[config.mk]
export PLATFORM = sky130hd
export DESIGN_NAME = seg_display_mux
export DESIGN_NICKNAME = d
export VERILOG_FILES = /design/src/rtl/seg_display_pkg.sv /design/src/rtl/bin2bcd_seq.sv /design/src/rtl/seg_display_mux.sv
export SDC_FILE = /design/constraint.sdc
export NUM_CORES = 1
export LEC_CHECK = 0
export ABC_AREA = 1
export CAP_MARGIN = 20
export CORE_MARGIN = 2
export CORE_UTILIZATION = 60
export CTS_BUF_LIST = sky130_fd_sc_hd__clkbuf_8
export CTS_CLUSTER_DIAMETER = 30
export DETAILED_ROUTE_END_ITERATION = 8
export PLACE_DENSITY = 0.84
export SLEW_MARGIN = 20
export SYNTH_ARGS = -nofsm -noshare
export SYNTH_HDL_FRONTEND = slang
export SYNTH_HIERARCHICAL = 1
export SYNTH_SLANG_ARGS = --single-unit
[constraint.sdc]
create_clock -name clk -period 3.1 [get_ports clk]
set_clock_uncertainty 0.15 [all_clocks]
set_input_delay 0.31 -clock clk [delete_from_list [all_inputs] [get_ports clk]]
set_output_delay 0.31 -clock clk [all_outputs]
set_load 0.01 [all_outputs]
[src/rtl/seg_display_pkg.sv]
// rtl/seg_display_pkg.sv - shared types, digit codes and segment patterns for the display mux
package seg_display_pkg;

    typedef enum logic [1:0] {
        MODE_DEC   = 2'd0,
        MODE_HEX   = 2'd1,
        MODE_BLANK = 2'd2,
        MODE_LAMP  = 2'd3
    } mode_e;

    // Codes 0x00..0x0F are plain nibbles; bit 4 marks the special glyphs.
    typedef logic [4:0] digit_code_t;

    localparam digit_code_t CODE_DASH  = 5'h10;
    localparam digit_code_t CODE_BLANK = 5'h11;

    // Active-low {g,f,e,d,c,b,a}; the decimal point is added by the scanner.
    function automatic logic [6:0] code_to_seg(input digit_code_t code);
        logic [6:0] s;
        case (code)
            5'h00:     s = 7'h40;
            5'h01:     s = 7'h79;
            5'h02:     s = 7'h24;
            5'h03:     s = 7'h30;
            5'h04:     s = 7'h19;
            5'h05:     s = 7'h12;
            5'h06:     s = 7'h02;
            5'h07:     s = 7'h78;
            5'h08:     s = 7'h00;
            5'h09:     s = 7'h10;
            5'h0A:     s = 7'h08;
            5'h0B:     s = 7'h03;
            5'h0C:     s = 7'h46;
            5'h0D:     s = 7'h21;
            5'h0E:     s = 7'h06;
            5'h0F:     s = 7'h0E;
            CODE_DASH: s = 7'h3F;
            default:   s = 7'h7F;
        endcase
        return s;
    endfunction

    function automatic logic [31:0] dec_limit(input int digits);
        logic [31:0] p;
        p = 32'd1;
        for (int i = 0; i < digits; i++) begin
            p = p * 32'd10;
        end
        return p;
    endfunction

endpackage

[src/rtl/bin2bcd_seq.sv]
// rtl/bin2bcd_seq.sv - sequential double-dabble, one add-3/shift step per clock
module bin2bcd_seq #(
    parameter int VALUE_WIDTH = 14,
    parameter int NUM_DIGITS  = 4
) (
    input  logic                    clk,
    input  logic                    reset,
    input  logic                    start_i,
    input  logic [VALUE_WIDTH-1:0]  value_i,
    output logic                    busy_o,
    output logic                    done_o,
    output logic [4*NUM_DIGITS-1:0] bcd_o
);
    localparam int BCD_W = 4 * NUM_DIGITS;
    localparam int CNT_W = $clog2(VALUE_WIDTH + 1);

    typedef enum logic [1:0] {
        S_IDLE   = 2'd0,
        S_SHIFT  = 2'd1,
        S_COMMIT = 2'd2
    } state_e;

    state_e                 state_q;
    logic [VALUE_WIDTH-1:0] bin_q;
    logic [BCD_W-1:0]       bcd_q;
    logic [BCD_W-1:0]       bcd_adj;
    logic [CNT_W-1:0]       cnt_q;
    logic                   busy_q;
    logic                   done_q;

    always_comb begin
        bcd_adj = bcd_q;
        for (int i = 0; i < NUM_DIGITS; i++) begin
            if (bcd_q[4*i +: 4] >= 4'd5) begin
                bcd_adj[4*i +: 4] = bcd_q[4*i +: 4] + 4'd3;
            end
        end
    end

    // Digits beyond NUM_DIGITS fall off the top; only overflowing values lose them.
    always_ff @(posedge clk or posedge reset) begin
        if (reset) begin
            state_q <= S_IDLE;
            bin_q   <= '0;
            bcd_q   <= '0;
            cnt_q   <= '0;
            busy_q  <= 1'b0;
            done_q  <= 1'b0;
        end else begin
            done_q <= 1'b0;
            case (state_q)
                S_IDLE: begin
                    if (start_i) begin
                        bin_q   <= value_i;
                        bcd_q   <= '0;
                        cnt_q   <= '0;
                        busy_q  <= 1'b1;
                        state_q <= S_SHIFT;
                    end
                end
                S_SHIFT: begin
                    bcd_q <= {bcd_adj[BCD_W-2:0], bin_q[VALUE_WIDTH-1]};
                    bin_q <= bin_q << 1;
                    cnt_q <= cnt_q + CNT_W'(1);
                    if (cnt_q == CNT_W'(VALUE_WIDTH - 1)) begin
                        state_q <= S_COMMIT;
                        done_q  <= 1'b1;
                    end
                end
                S_COMMIT: begin
                    busy_q  <= 1'b0;
                    state_q <= S_IDLE;
                end
                default: state_q <= S_IDLE;
            endcase
        end
    end

    assign busy_o = busy_q;
    assign done_o = done_q;
    assign bcd_o  = bcd_q;

endmodule

[src/rtl/seg_display_mux.sv]
// rtl/seg_display_mux.sv - multiplexed common-anode 7-segment driver with BCD/hex,
// leading-zero blanking, blink and lamp test
module seg_display_mux #(
    parameter int NUM_DIGITS     = 4,
    parameter int VALUE_WIDTH    = 14,
    parameter int REFRESH_CYCLES = 1000,
    parameter int BLINK_FRAMES   = 64
) (
    input  logic                   clk,
    input  logic                   reset,
    input  logic [VALUE_WIDTH-1:0] value_in,
    input  logic                   load,
    input  logic [1:0]             mode,
    input  logic                   lz_blank,
    input  logic                   blink_en,
    input  logic [NUM_DIGITS-1:0]  dp_mask,
    output logic                   busy,
    output logic                   overflow,
    output logic [7:0]             segment_display,
    output logic [NUM_DIGITS-1:0]  digit_select,
    output logic                   frame_tick
);
    import seg_display_pkg::*;

    localparam int          BCD_W     = 4 * NUM_DIGITS;
    localparam int          RC_W      = $clog2(REFRESH_CYCLES);
    localparam int          SEL_W     = $clog2(NUM_DIGITS);
    localparam int          BK_W      = $clog2(BLINK_FRAMES + 1);
    localparam logic [31:0] DEC_LIMIT = dec_limit(NUM_DIGITS);

    mode_e            mode_w;
    logic             accept;
    logic             hex_load;
    logic             conv_start;
    logic             conv_busy;
    logic             conv_done;
    logic [BCD_W-1:0] conv_bcd;
    logic [BCD_W-1:0] hex_nibbles;
    logic [BCD_W-1:0] nib_src;
    logic [31:0]      value_ext;
    logic             lz_src;
    logic             lead;
    logic             dash;
    digit_code_t      new_codes [NUM_DIGITS];
    digit_code_t      codes_q   [NUM_DIGITS];
    logic             ovf_q;
    logic             lz_q;

    assign mode_w     = mode_e'(mode);
    assign accept     = load && !conv_busy;
    assign hex_load   = accept && (mode_w == MODE_HEX);
    assign conv_start = accept && (mode_w == MODE_DEC);
    assign value_ext  = 32'(value_in);

    if (VALUE_WIDTH >= BCD_W) begin : g_hex_trunc
        assign hex_nibbles = value_in[BCD_W-1:0];
    end else begin : g_hex_ext
        assign hex_nibbles = {{(BCD_W - VALUE_WIDTH){1'b0}}, value_in};
    end

    bin2bcd_seq #(
        .VALUE_WIDTH(VALUE_WIDTH),
        .NUM_DIGITS (NUM_DIGITS)
    ) u_bin2bcd (
        .clk    (clk),
        .reset  (reset),
        .start_i(conv_start),
        .value_i(value_in),
        .busy_o (conv_busy),
        .done_o (conv_done),
        .bcd_o  (conv_bcd)
    );

    // Hex loads commit on acceptance; decimal loads commit when the converter finishes.
    always_comb begin
        nib_src   = hex_load ? hex_nibbles : conv_bcd;
        lz_src    = hex_load ? lz_blank : lz_q;
        dash      = !hex_load && ovf_q;
        lead      = lz_src;
        new_codes = '{default: CODE_BLANK};
        for (int i = NUM_DIGITS - 1; i >= 0; i--) begin
            if ((nib_src[4*i +: 4] != 4'd0) || (i == 0)) begin
                lead = 1'b0;
            end
            if (dash) begin
                new_codes[i] = CODE_DASH;
            end else if (lead) begin
                new_codes[i] = CODE_BLANK;
            end else begin
                new_codes[i] = {1'b0, nib_src[4*i +: 4]};
            end
        end
    end

    always_ff @(posedge clk or posedge reset) begin
        if (reset) begin
            ovf_q   <= 1'b0;
            lz_q    <= 1'b0;
            codes_q <= '{default: CODE_BLANK};
        end else if (accept) begin
            lz_q <= lz_blank;
            case (mode_w)
                MODE_DEC: ovf_q <= (value_ext >= DEC_LIMIT);
                MODE_HEX: begin
                    ovf_q   <= 1'b0;
                    codes_q <= new_codes;
                end
                default: ;
            endcase
        end else if (conv_done) begin
            codes_q <= new_codes;
        end
    end

    logic [RC_W-1:0]       refresh_q, refresh_d;
    logic [SEL_W-1:0]      sel_q, sel_d;
    logic                  active_q, active_d;
    logic [BK_W-1:0]       blink_cnt_q, blink_cnt_d;
    logic                  phase_q, phase_d;
    logic [7:0]            seg_q, seg_d;
    logic [NUM_DIGITS-1:0] dsel_q, dsel_d;
    logic                  tick_q, tick_d;
    logic [NUM_DIGITS-1:0] onehot_n;
    logic                  term;
    logic                  step;
    logic                  wrap;

    // active_q stays low until the first slot completes, so digit 0 is the first one lit.
    always_comb begin
        term      = (refresh_q == RC_W'(REFRESH_CYCLES - 1));
        refresh_d = term ? '0 : refresh_q + RC_W'(1);
        step      = term && active_q;
        wrap      = step && (sel_q == SEL_W'(NUM_DIGITS - 1));
        active_d  = active_q || term;
        sel_d     = sel_q;
        if (step) begin
            sel_d = wrap ? '0 : sel_q + SEL_W'(1);
        end
        tick_d = wrap;

        blink_cnt_d = blink_cnt_q;
        phase_d     = phase_q;
        if (!blink_en) begin
            blink_cnt_d = '0;
            phase_d     = 1'b0;
        end else if (wrap) begin
            if (blink_cnt_q == BK_W'(BLINK_FRAMES - 1)) begin
                blink_cnt_d = '0;
                phase_d     = !phase_q;
            end else begin
                blink_cnt_d = blink_cnt_q + BK_W'(1);
            end
        end

        onehot_n = ~(NUM_DIGITS'(1) << sel_d);
        seg_d    = 8'hFF;
        dsel_d   = '1;
        if (active_d) begin
            if (mode_w == MODE_LAMP) begin
                dsel_d = onehot_n;
                seg_d  = 8'h00;
            end else if (!(blink_en && phase_d)) begin
                dsel_d = onehot_n;
                if (mode_w != MODE_BLANK) begin
                    seg_d = {~dp_mask[sel_d], code_to_seg(codes_q[sel_d])};
                end
            end
        end
    end

    always_ff @(posedge clk or posedge reset) begin
        if (reset) begin
            refresh_q   <= '0;
            sel_q       <= '0;
            active_q    <= 1'b0;
            blink_cnt_q <= '0;
            phase_q     <= 1'b0;
            seg_q       <= 8'hFF;
            dsel_q      <= '1;
            tick_q      <= 1'b0;
        end else begin
            refresh_q   <= refresh_d;
            sel_q       <= sel_d;
            active_q    <= active_d;
            blink_cnt_q <= blink_cnt_d;
            phase_q     <= phase_d;
            seg_q       <= seg_d;
            dsel_q      <= dsel_d;
            tick_q      <= tick_d;
        end
    end

    assign busy            = conv_busy;
    assign overflow        = ovf_q;
    assign segment_display = seg_q;
    assign digit_select    = dsel_q;
    assign frame_tick      = tick_q;

endmodule

==> impl_metrics.tcl, run 1 <==
set metrics [dict create \
    status "completed" \
    async_reset_ff_share_pct 100.0 \
    drive_above_1_share_pct 11.54 \
    synth_top_area_cell "dfrtp_1" \
    place_hpwl_um 8686 \
    cts_tree "built" \
    antenna_found_initial 0 \
    cts_buffers 9 \
    seq_power_share_pct 39.9 \
    p_sw_mw 1.950 \
    powerDensity_nw_per_um2 762.0 \
    grt.total_usage_pct 26.38 \
    maxCapViolations 0 \
    comb_power_share_pct 42.8 \
    rsz0062_at_grt "no" \
    arrival_ns 2.89 \
    place_area_sq_um 5778 \
    core-area_sq_um 8636 \
    r2r-end "segment_display[1]" \
    syn_area_per_cell_sq_um 7.809 \
    grt_pass1_wl_um 20690 \
    setup_slack_ns 0.3477 \
    grt_pass1_vias 4538 \
    p_int_mw 2.597 \
    synth.top_cell.area_share_pct 34.92 \
    whs_ns 0.1313 \
    clock_tree.buffer_depth 2 \
    peakVddDrop_uv 724.3 \
    cts_root_buf "clkbuf_8" \
    period_share_pct 88.79 \
    die_w_um 98.01 \
    die_area_sq_um 9606 \
    synthDistinctLibCells 42 \
    fillers 712 \
    die_y_um 98.01 \
    via_per_inst 5.516 \
    ys_top_cells_by_area "dfrtp_1, nand2_1, dfstp_2" \
    synth_nets 724 \
    p_total_mw 4.547 \
    cts_max_level 3 \
    p_leak_nw 2.968 \
    post_cts_resized 0 \
    synthToLayoutAreaGrowth_pct 12.53 \
    finalHoldViolations 0 \
    critPathCaptureType "flop" \
    clkPwrFrac_pct 17.4 \
    slew_headroom_pct 66.40 \
    worstSkewPairLatency_ns 0.38 \
    num_antenna_cells 0 \
    max_clock_freq_mhz 363.3 \
    path_class "flop to flop" \
    drt_iter0_markers 266 \
    clk_transition_reported_paths_ns 0.10 \
    postCtsSetupRepairBufs 0 \
    grt_max_degree 39 \
    nNetsFinal 768 \
    start_kind "flop" \
    yosysSeqAreaShare_pct 44.83 \
    tightest_slew_ns 0.5040 \
    io_buffer_count 39 \
    initial_core_util_pct 61.40 \
    fin_setup_tns_ns 0 \
    r2r_slack_ns 0.35 \
    cp.required_ns 3.24 \
    synth_ff_type "dfrtp_1" \
    hp-class "input pin to async pin" \
    ios 40 \
    rows 34 \
    vias 4611 \
    gr-total-overflow 0 \
    ys_seq_elements 94 \
    finalWirelength_um 11740 \
    rr_startpoint "refresh_q[0]" \
    setup_viol_count_final 0 \
    synthCells 679 \
    yosys_warnings 6 \
    period_minus_slack_ns 2.752 \
    wire_per_inst_um 14.05 \
    switching_share_pct 42.89 \
    pre_cts_slack_ns 0.3841 \
    globalplace.congestion 0.9146 \
    synth_edf_count 0 \
    slew_viol_final 0 \
    syn_area_sq_um 5303 \
    cts_hold_buf 0 \
    reg2reg_depth 17 \
    postRouteAntennaNets 0 \
    drtPass1Iterations 7 \
    finish.instance_area_sq_um 5967 \
    drc 0 \
    critical_path.max_fanout 9 \
    cts_sinks 94 \
]
[power by group through the flow]
stage / Sequential, mW / Clock (mW) / Combinational, mW
floorplan: 1.77 / 0 / 1.57
CTS: 1.81 / 0.805 / 1.93
global route: 1.86 / 0.872 / 2.23
finish: 1.81 / 0.790 / 1.94
global placement: 1.82 / 0 / 1.84
detailed placement: 1.83 / 0 / 1.91
[kinds of logic after synthesis]
family	count (synthesis)	share of synthesized area, %
and+or+nand+nor	339	28.29
DFF	94	44.83
adders and majority gates	20	4.719
AOI/OAI and AO/OA	102	11.54
xor gates and xnor gates	3	0.4956
buffers and inverters	117	9.368
muxes	4	0.7551
[worst max-delay path by stage]
| stage | startpoint | end |
|---|---|---|
| finish | refresh_q[0] | segment_display[1] |
| global route | refresh_q[0] | segment_display[0] |
| CTS | refresh_q[0] | segment_display[1] |
| detailed placement | mode[1] | codes_q[10] |
| global placement | refresh_q[0] | segment_display[1] |
| floorplan | refresh_q[0] | segment_display[1] |
[metrics by stage]
step | util, % | instances
floorplan | - | 679
global placement | 66.91 | 820
detailed placement | 66.91 | 820
CTS | 69.10 | 836
global route | 69.10 | 836
finish | 69.10 | 836
[critical path, stage by stage, from the launching register on]
cell and delay [ns]:
dfrtp_1 0.39, ha_1 0.19, nand2_1 0.10, nor3_2 0.27, nand4_1 0.18, nand2_2 0.19
nand2_1 0.06, o21ai_0 0.08, nand2_1 0.08, nand2_1 0.17, inv_1 0.13, ha_1 0.29
nand2_1 0.10, nor2_1 0.05, nor2_1 0.09, nand2_1 0.06, nand2_1 0.05, nand2_1 0.06
[placed cells by master, fill, tap and decap left out, types with 3 or more instances in the layout]
master and n:
mux2i_1 4, o21ai_0 45, buf_4 8, o21ai_2 13, nand3_1 57, o22ai_1 8, clkbuf_8 9, o21ai_1 6
nor2_4 3, a21oi_1 18, nand2_2 4, nor3_1 8, inv_1 95, ha_1 20, o211ai_1 3, nand4_1 9
dfrtp_1 74, nor2_1 38, inv_8 3, dfstp_2 20, nand2_1 206, clkinvlp_4 3, clkdlybuf4s50_1 39, inv_2 8
nand2_4 3
[final cells by class]
type	count	area, sq um	share of cell area (%)
Clock buffer	9	123.9	2.076
Clock inverter	7	65.06	1.090
Inverter	103	386.6	6.479
Multi-Input combinational cell	468	2429	40.70
Sequential cell	94	2377	39.84
Tap cell	108	135.1	2.265
Timing Repair Buffer	47	450.4	7.549
[sequential cells by signal (all words and copies together), names as in the netlist]
signal             cells
codes_q               20
u_bin2bcd/bcd_o       16
u_bin2bcd/bin_q       14
refresh_q             10
segment_display        8
blink_cnt_q            7
digit_select           4
u_bin2bcd/cnt_q        4
sel_q                  2
u_bin2bcd/state_q      2
active_q               1
frame_tick             1
lz_q                   1
overflow               1
phase_q                1
u_bin2bcd/busy_o       1
u_bin2bcd/done_o       1
[synth_stat cells (2+ instances only)]
master / count
a21oi_1: 18
mux2i_1: 4
nor4_1: 2
buf_6: 5
nor2_1: 38
nand2_2: 4
a21oi_2: 2
dfstp_2: 20
buf_4: 5
o211ai_1: 3
nor3_1: 8
nor2_4: 3
nand2_1: 206
clkbuf_1: 3
o22ai_1: 8
xor2_1: 2
ha_1: 20
nand2_4: 3
o32ai_1: 2
o21ai_2: 13
dfrtp_1: 74
o21ai_1: 6
inv_2: 7
o21ai_0: 45
nand3_1: 57
nand4_1: 9
a22o_1: 2
inv_1: 96
[routing by layer]
layer	global-route usage, %	routed length, um
met2	46.36	5969
met4	9.402	230
met3	4.152	618
met1	33.05	4925
met5	0	0
(Power assumes the default switching activity.)
==> run 2: changes to the inputs <==
--- a/config.mk
+++ b/config.mk
@@ -8,11 +8,11 @@
 export ABC_AREA = 1
 export CAP_MARGIN = 20
 export CORE_MARGIN = 2
-export CORE_UTILIZATION = 60
-export CTS_BUF_LIST = sky130_fd_sc_hd__clkbuf_8
+export CORE_UTILIZATION = 59
+export CTS_BUF_LIST = sky130_fd_sc_hd__clkbuf_16
 export CTS_CLUSTER_DIAMETER = 30
 export DETAILED_ROUTE_END_ITERATION = 8
-export PLACE_DENSITY = 0.84
+export PLACE_DENSITY = 0.82
 export SLEW_MARGIN = 20
 export SYNTH_ARGS = -nofsm -noshare
 export SYNTH_HDL_FRONTEND = slang
==> constraint.sdc (replaced) <==
create_clock -name clk -period 2.6 [get_ports clk]
set_clock_uncertainty 0.15 [all_clocks]
set_input_delay 0.26 -clock clk [delete_from_list [all_inputs] [get_ports clk]]
set_output_delay 0.26 -clock clk [all_outputs]
set_load 0.01 [all_outputs]
==> impl_metrics.tcl, run 2 (synthesized netlist as in run 1, its figures left out) <==
set metrics [dict create \
    largest_reg_flops 20 \
    cts_sinks 94 \
    clock_tree.buffer_depth 2 \
    grt_pass1_vias 4608 \
    finalWirelength_um 12440 \
    clk_transition_reported_paths_ns 0.07 \
    fin_setup_tns_ns 0 \
    path_cells "ha_4, nand2_4, inv_2, nand4_4, nand2_4, buf_4, o21ai_4, buf_4, nand3_1, nand2_2, inv_1, nand2_2, nor2_1, nor2_1, nand2_1, nand2_1, nand2_1" \
    crit_path_max_incr_delay_ns 0.42 \
    whs_ns 0.1656 \
    tightest_slew_ns 0.5290 \
    arrival_ns 2.64 \
    rsz0062_at_grt "yes" \
    grt_pass1_wl_um 20930 \
    rows 34 \
    period_minus_slack_ns 2.531 \
    gr-total-overflow 0 \
    layout_common_cells "nand2_1, inv_1, dfrtp_1" \
    io_buffer_count 39 \
    pre_cts_slack_ns -0.02751 \
    max_clock_freq_mhz 395.1 \
    drive_above_1_share_pct 16.64 \
    start_kind "flop" \
    cpMaxStageDelayCell "dfrtp_1" \
    drc 0 \
    cts_buffers 9 \
    postRouteAntennaNets 0 \
    cts_hold_buf 0 \
    place_hpwl_um 8865 \
    core-area_sq_um 8721 \
    p_total_mw 6.035 \
    drtPass1Iterations 6 \
    fillers 671 \
    status "completed" \
    powerDensity_nw_per_um2 947.8 \
    wire_per_inst_um 14.58 \
    grt_max_degree 39 \
    initial_core_util_pct 60.80 \
    p_leak_nw 3.180 \
    setup_viol_count_final 0 \
    crit_top_cell "nand2_1" \
    maxCapViolations 0 \
    antenna_found_initial 0 \
    setup_slack_ns 0.06898 \
    critPathCaptureType "flop" \
    slew_headroom_pct 64.68 \
    globalplace.congestion 0.8918 \
    cp.required_ns 2.70 \
    via_per_inst 5.563 \
    path_class "flop to flop" \
    finalHoldViolations 0 \
    cts_tree "built" \
    period_share_pct 97.35 \
    vias 4745 \
    grt.total_usage_pct 26.15 \
    synthToLayoutAreaGrowth_pct 20.08 \
    die_y_um 98.80 \
    peakVddDrop_uv 701.0 \
    drt_iter0_markers 260 \
    ios 40 \
    cts_root_buf "clkbuf_16" \
    die_area_sq_um 9761 \
    layout_commonest_cell "nand2_1" \
    slew_viol_final 0 \
    top_register "codes_q" \
    critical_path.max_fanout 11 \
    worstSkewPairLatency_ns 0.34 \
    cts_max_level 3 \
    die_w_um 98.80 \
    hp-class "input pin to async pin" \
    num_antenna_cells 0 \
    nNetsFinal 785 \
]
==> run 2: report_power, final <==
group          internal, mW  switching [mW]  total, mW
clock network         0.847           0.578       1.42
logic                 0.912            1.53       2.45
registers              1.90           0.268       2.16
==> run 2: worst max-delay path: cells and delay by family (launching register included) <==
family / cells / cell delay [ns]
and+or+nand+nor: 11 / 1.10
DFF: 1 / 0.42
adders and majority gates: 1 / 0.19
AOI/OAI and AO/OA: 1 / 0.09
buffers and inverters: 4 / 0.49
==> run 2: repair_timing <==
item | 4_1_cts | 5_1_grt
pin swaps | 4 | 12
setup endpoints to repair | 6 | 7
gates cloned | 0 | 0
hold endpoints to repair | 0 | 0
buffers inserted | 2 | 7
resized for setup | 8 | 26
==> run 2: final cells by class <==
| class | count | area (sq um) | area share, % |
|---|---|---|---|
| clock buffer | 9 | 225.2 | 3.537 |
| clock inverter | 7 | 95.09 | 1.493 |
| inverter | 103 | 389.1 | 6.111 |
| multi-input combinational | 468 | 2541 | 39.91 |
| sequential | 94 | 2379 | 37.36 |
| tap | 108 | 135.1 | 2.122 |
| timing repair buffer | 64 | 603.1 | 9.471 |
==> run 2: worst paths after layout <==
check	startpoint	endpoint	slack, ns	cells past startpoint
setup / recovery	refresh_q[0]	segment_display[1]	0.07	17
hold / removal	reset	codes_q[18]	0.17	2
setup reg to reg	refresh_q[0]	segment_display[1]	0.07	17
hold reg to reg	codes_q[5]	codes_q[5]	0.33	2
max in group asynchronous	reset	segment_display[5]	1.51	3
min in group clk	codes_q[5]	codes_q[5]	0.33	2
==> run 2: layer usage <==
layer	track usage [%]	wire length, um	up-vias
met2	46.88	6388	175
met1	32.38	5126	2233
met5	0	0	-
li1	-	-	2306
met4	8.851	293	0
met3	3.688	630	31
==> run 2: metrics by stage <==
stage / cell area (sq um) / cells / utilization, %
after floorplan: 5303 / 679 / -
after global placement: 5863 / 828 / 67.23
after detailed placement: 5863 / 828 / 67.23
after CTS: 6227 / 846 / 71.41
after global routing: 6367 / 853 / 73.01
final: 6367 / 853 / 73.01
==> run 3: changes to the inputs <==
--- a/config.mk
+++ b/config.mk
@@ -8,11 +8,11 @@
 export ABC_AREA = 1
 export CAP_MARGIN = 20
 export CORE_MARGIN = 2
-export CORE_UTILIZATION = 59
-export CTS_BUF_LIST = sky130_fd_sc_hd__clkbuf_16
+export CORE_UTILIZATION = 60
+export CTS_BUF_LIST = sky130_fd_sc_hd__clkbuf_4 sky130_fd_sc_hd__clkbuf_8
 export CTS_CLUSTER_DIAMETER = 30
 export DETAILED_ROUTE_END_ITERATION = 8
-export PLACE_DENSITY = 0.82
+export PLACE_DENSITY = 0.84
 export SLEW_MARGIN = 20
 export SYNTH_ARGS = -nofsm -noshare
 export SYNTH_HDL_FRONTEND = slang
==> impl_metrics.tcl, run 3 (synthesized netlist as in run 1, its figures left out) <==
set metrics [dict create \
    status "finished with violations" \
    violations "negative setup slack" \
    cts_max_level 3 \
    ios 40 \
    cp_top_family "simple AND/OR/NAND/NOR gates" \
    arrival_ns 2.78 \
    peakVddDrop_uv 702.5 \
    die_area_sq_um 9606 \
    die_w_um 98.01 \
    max_clock_freq_mhz 381.6 \
    postRouteAntennaNets 0 \
    fin_setup_tns_ns -0.04444 \
    grt_max_degree 39 \
    place_hpwl_um 8920 \
    maxCapViolations 0 \
    path_class "flop to flop" \
    clk_transition_reported_paths_ns 0.10 \
    drive_above_1_share_pct 17.39 \
    num_antenna_cells 0 \
    layout_commonest_cell "nand2_1" \
    dr_wl_met2_um 6458 \
    powerDensity_nw_per_um2 921.9 \
    clkPwrFrac_pct 19.1 \
    setup_slack_ns -0.02051 \
    p_total_mw 5.833 \
    cts_root_buf "clkbuf_8" \
    globalplace.congestion 0.9568 \
    start_kind "flop" \
    cts_sinks 94 \
    core-area_sq_um 8636 \
    io_buffer_count 39 \
    top_register "codes_q" \
    tightest_slew_ns 0.5422 \
    finalHoldViolations 0 \
    switching_share_pct 41.73 \
    fillers 636 \
    drt-met1-wl_um 5289 \
    via_per_inst 5.619 \
    seq_power_share_pct 37.1 \
    cts_buffers 9 \
    grt_pass1_wl_um 20790 \
    gr-total-overflow 0 \
    critPathCaptureType "flop" \
    synthToLayoutAreaGrowth_pct 19.33 \
    worstSkewPairLatency_ns 0.38 \
    crit_top_cell "nand2_1" \
    largest_reg_flops 20 \
    slew_headroom_pct 63.80 \
    comb_power_share_pct 43.8 \
    path_cells "ha_4, nand2_4, buf_4, inv_2, nand4_4, nand2_2, inv_2, nor2_4, nand3_2, nand2_4, ha_2, inv_2, nand3_4, nand3_1, nand2_1, nand2_1, nand2_1, nand2_1, nand2_1" \
    p_int_mw 3.399 \
    rows 34 \
    critical_path.max_fanout 7 \
    vias 4776 \
    pre_cts_slack_ns -0.06700 \
    rr_startpoint "refresh_q[1]" \
    grt_pass1_vias 4543 \
    p_leak_nw 3.136 \
    p_sw_mw 2.434 \
    clock_tree.buffer_depth 2 \
    grt.total_usage_pct 26.53 \
    cp.required_ns 2.76 \
    period_minus_slack_ns 2.621 \
    antenna_found_initial 0 \
    crit_path_max_incr_delay_ns 0.41 \
    die_y_um 98.01 \
    drc 0 \
    finalWirelength_um 12760 \
    top_layer_used "met4" \
    hp-class "input pin to async pin" \
    layout_common_cells "nand2_1, inv_1, dfrtp_1" \
    cpMaxStageDelayCell "dfrtp_1" \
    whs_ns 0.1097 \
    wire_per_inst_um 15.01 \
    rsz0062_at_grt "yes" \
    met3_length_um 665 \
    slew_viol_final 0 \
    path_buf_inv 4 \
    drtPass1Iterations 5 \
    cts_tree "built" \
    period_share_pct 100.8 \
    setup_viol_count_final 3 \
    critical_path.startpoint "refresh_q[1]" \
    drt_iter0_markers 286 \
    nNetsFinal 782 \
    cts_hold_buf 0 \
    initial_core_util_pct 61.40 \
]
==> run 3: changes by cell type in the layout (fill, tap and decap cells not counted), moves of 3 or more <==
cell	delta
buf_4	-5
clkbuf_16	-9
clkbuf_8	+9
ha_4	+3
nand3_1	-4
nand3_2	+3
==> run 3: worst register-to-register path: stages, from the launching register on <==
cell and delay [ns]:
dfrtp_1 0.41, ha_4 0.18, nand2_4 0.07, buf_4 0.15, inv_2 0.07, nand4_4 0.13, nand2_2 0.14, inv_2 0.05
nor2_4 0.18, nand3_2 0.15, nand2_4 0.17, ha_2 0.19, inv_2 0.05, nand3_4 0.09, nand3_1 0.08, nand2_1 0.08
nand2_1 0.05, nand2_1 0.05, nand2_1 0.04, nand2_1 0.07
==> run 3: area by class of cell <==
class	instances	area, sq um	share of cell area, %
Clock inverter	7	105.1	1.661
Sequential cell	94	2377	37.57
Inverter	103	394.1	6.229
Clock buffer	9	123.9	1.958
Tap cell	108	135.1	2.136
Timing Repair Buffer	61	588.1	9.294
Multi-Input combinational cell	468	2604	41.15
==> run 3: metal layers <==
| metal | vias up | track usage, % |
|---|---|---|
| li1 | 2299 | - |
| met3 | 38 | 4.796 |
| met5 | - | 0 |
| met1 | 2257 | 33.62 |
| met2 | 182 | 46.21 |
| met4 | 0 | 8.547 |
==> run 3: worst paths after layout <==
kind                                            to  slack (ns)  cells past startpoint
worst max-delay path            segment_display[6]       -0.02                     19
worst min-delay path                          lz_q        0.11                      2
worst max register to register  segment_display[6]       -0.02                     19
worst min register to register          codes_q[5]        0.34                      2
max in group asynchronous       segment_display[7]        1.56                      3
min in group clk                        codes_q[5]        0.34                      2
==> run 3: power by group through the flow <==
stage	combinational (mW)	clock [mW]	sequential (mW)
after floorplan	1.87	0	2.11
after global placement	2.22	0	2.16
after detailed placement	2.32	0	2.18
after CTS	2.35	1.12	2.16
after global routing	2.88	1.18	2.21
final	2.56	1.11	2.16
==> run 3: what timing repair did <==
action                                  CTS  global route
hold endpoints to repair                  0             0
endpoints found under the setup margin    5             7
gates cloned                              0             0
setup buffers                             0             7
pin swaps                                 3            19
gates resized for setup                   6            43
==> run 3: through the flow <==
step | util, % | cells | instance area (sq um)
2_1_floorplan | - | 679 | 5303
3_3_place_gp | 67.81 | 827 | 5856
3_5_place_dp | 67.81 | 827 | 5856
4_1_cts | 70.65 | 843 | 6101
5_1_grt | 73.27 | 850 | 6327
6_report | 73.27 | 850 | 6327
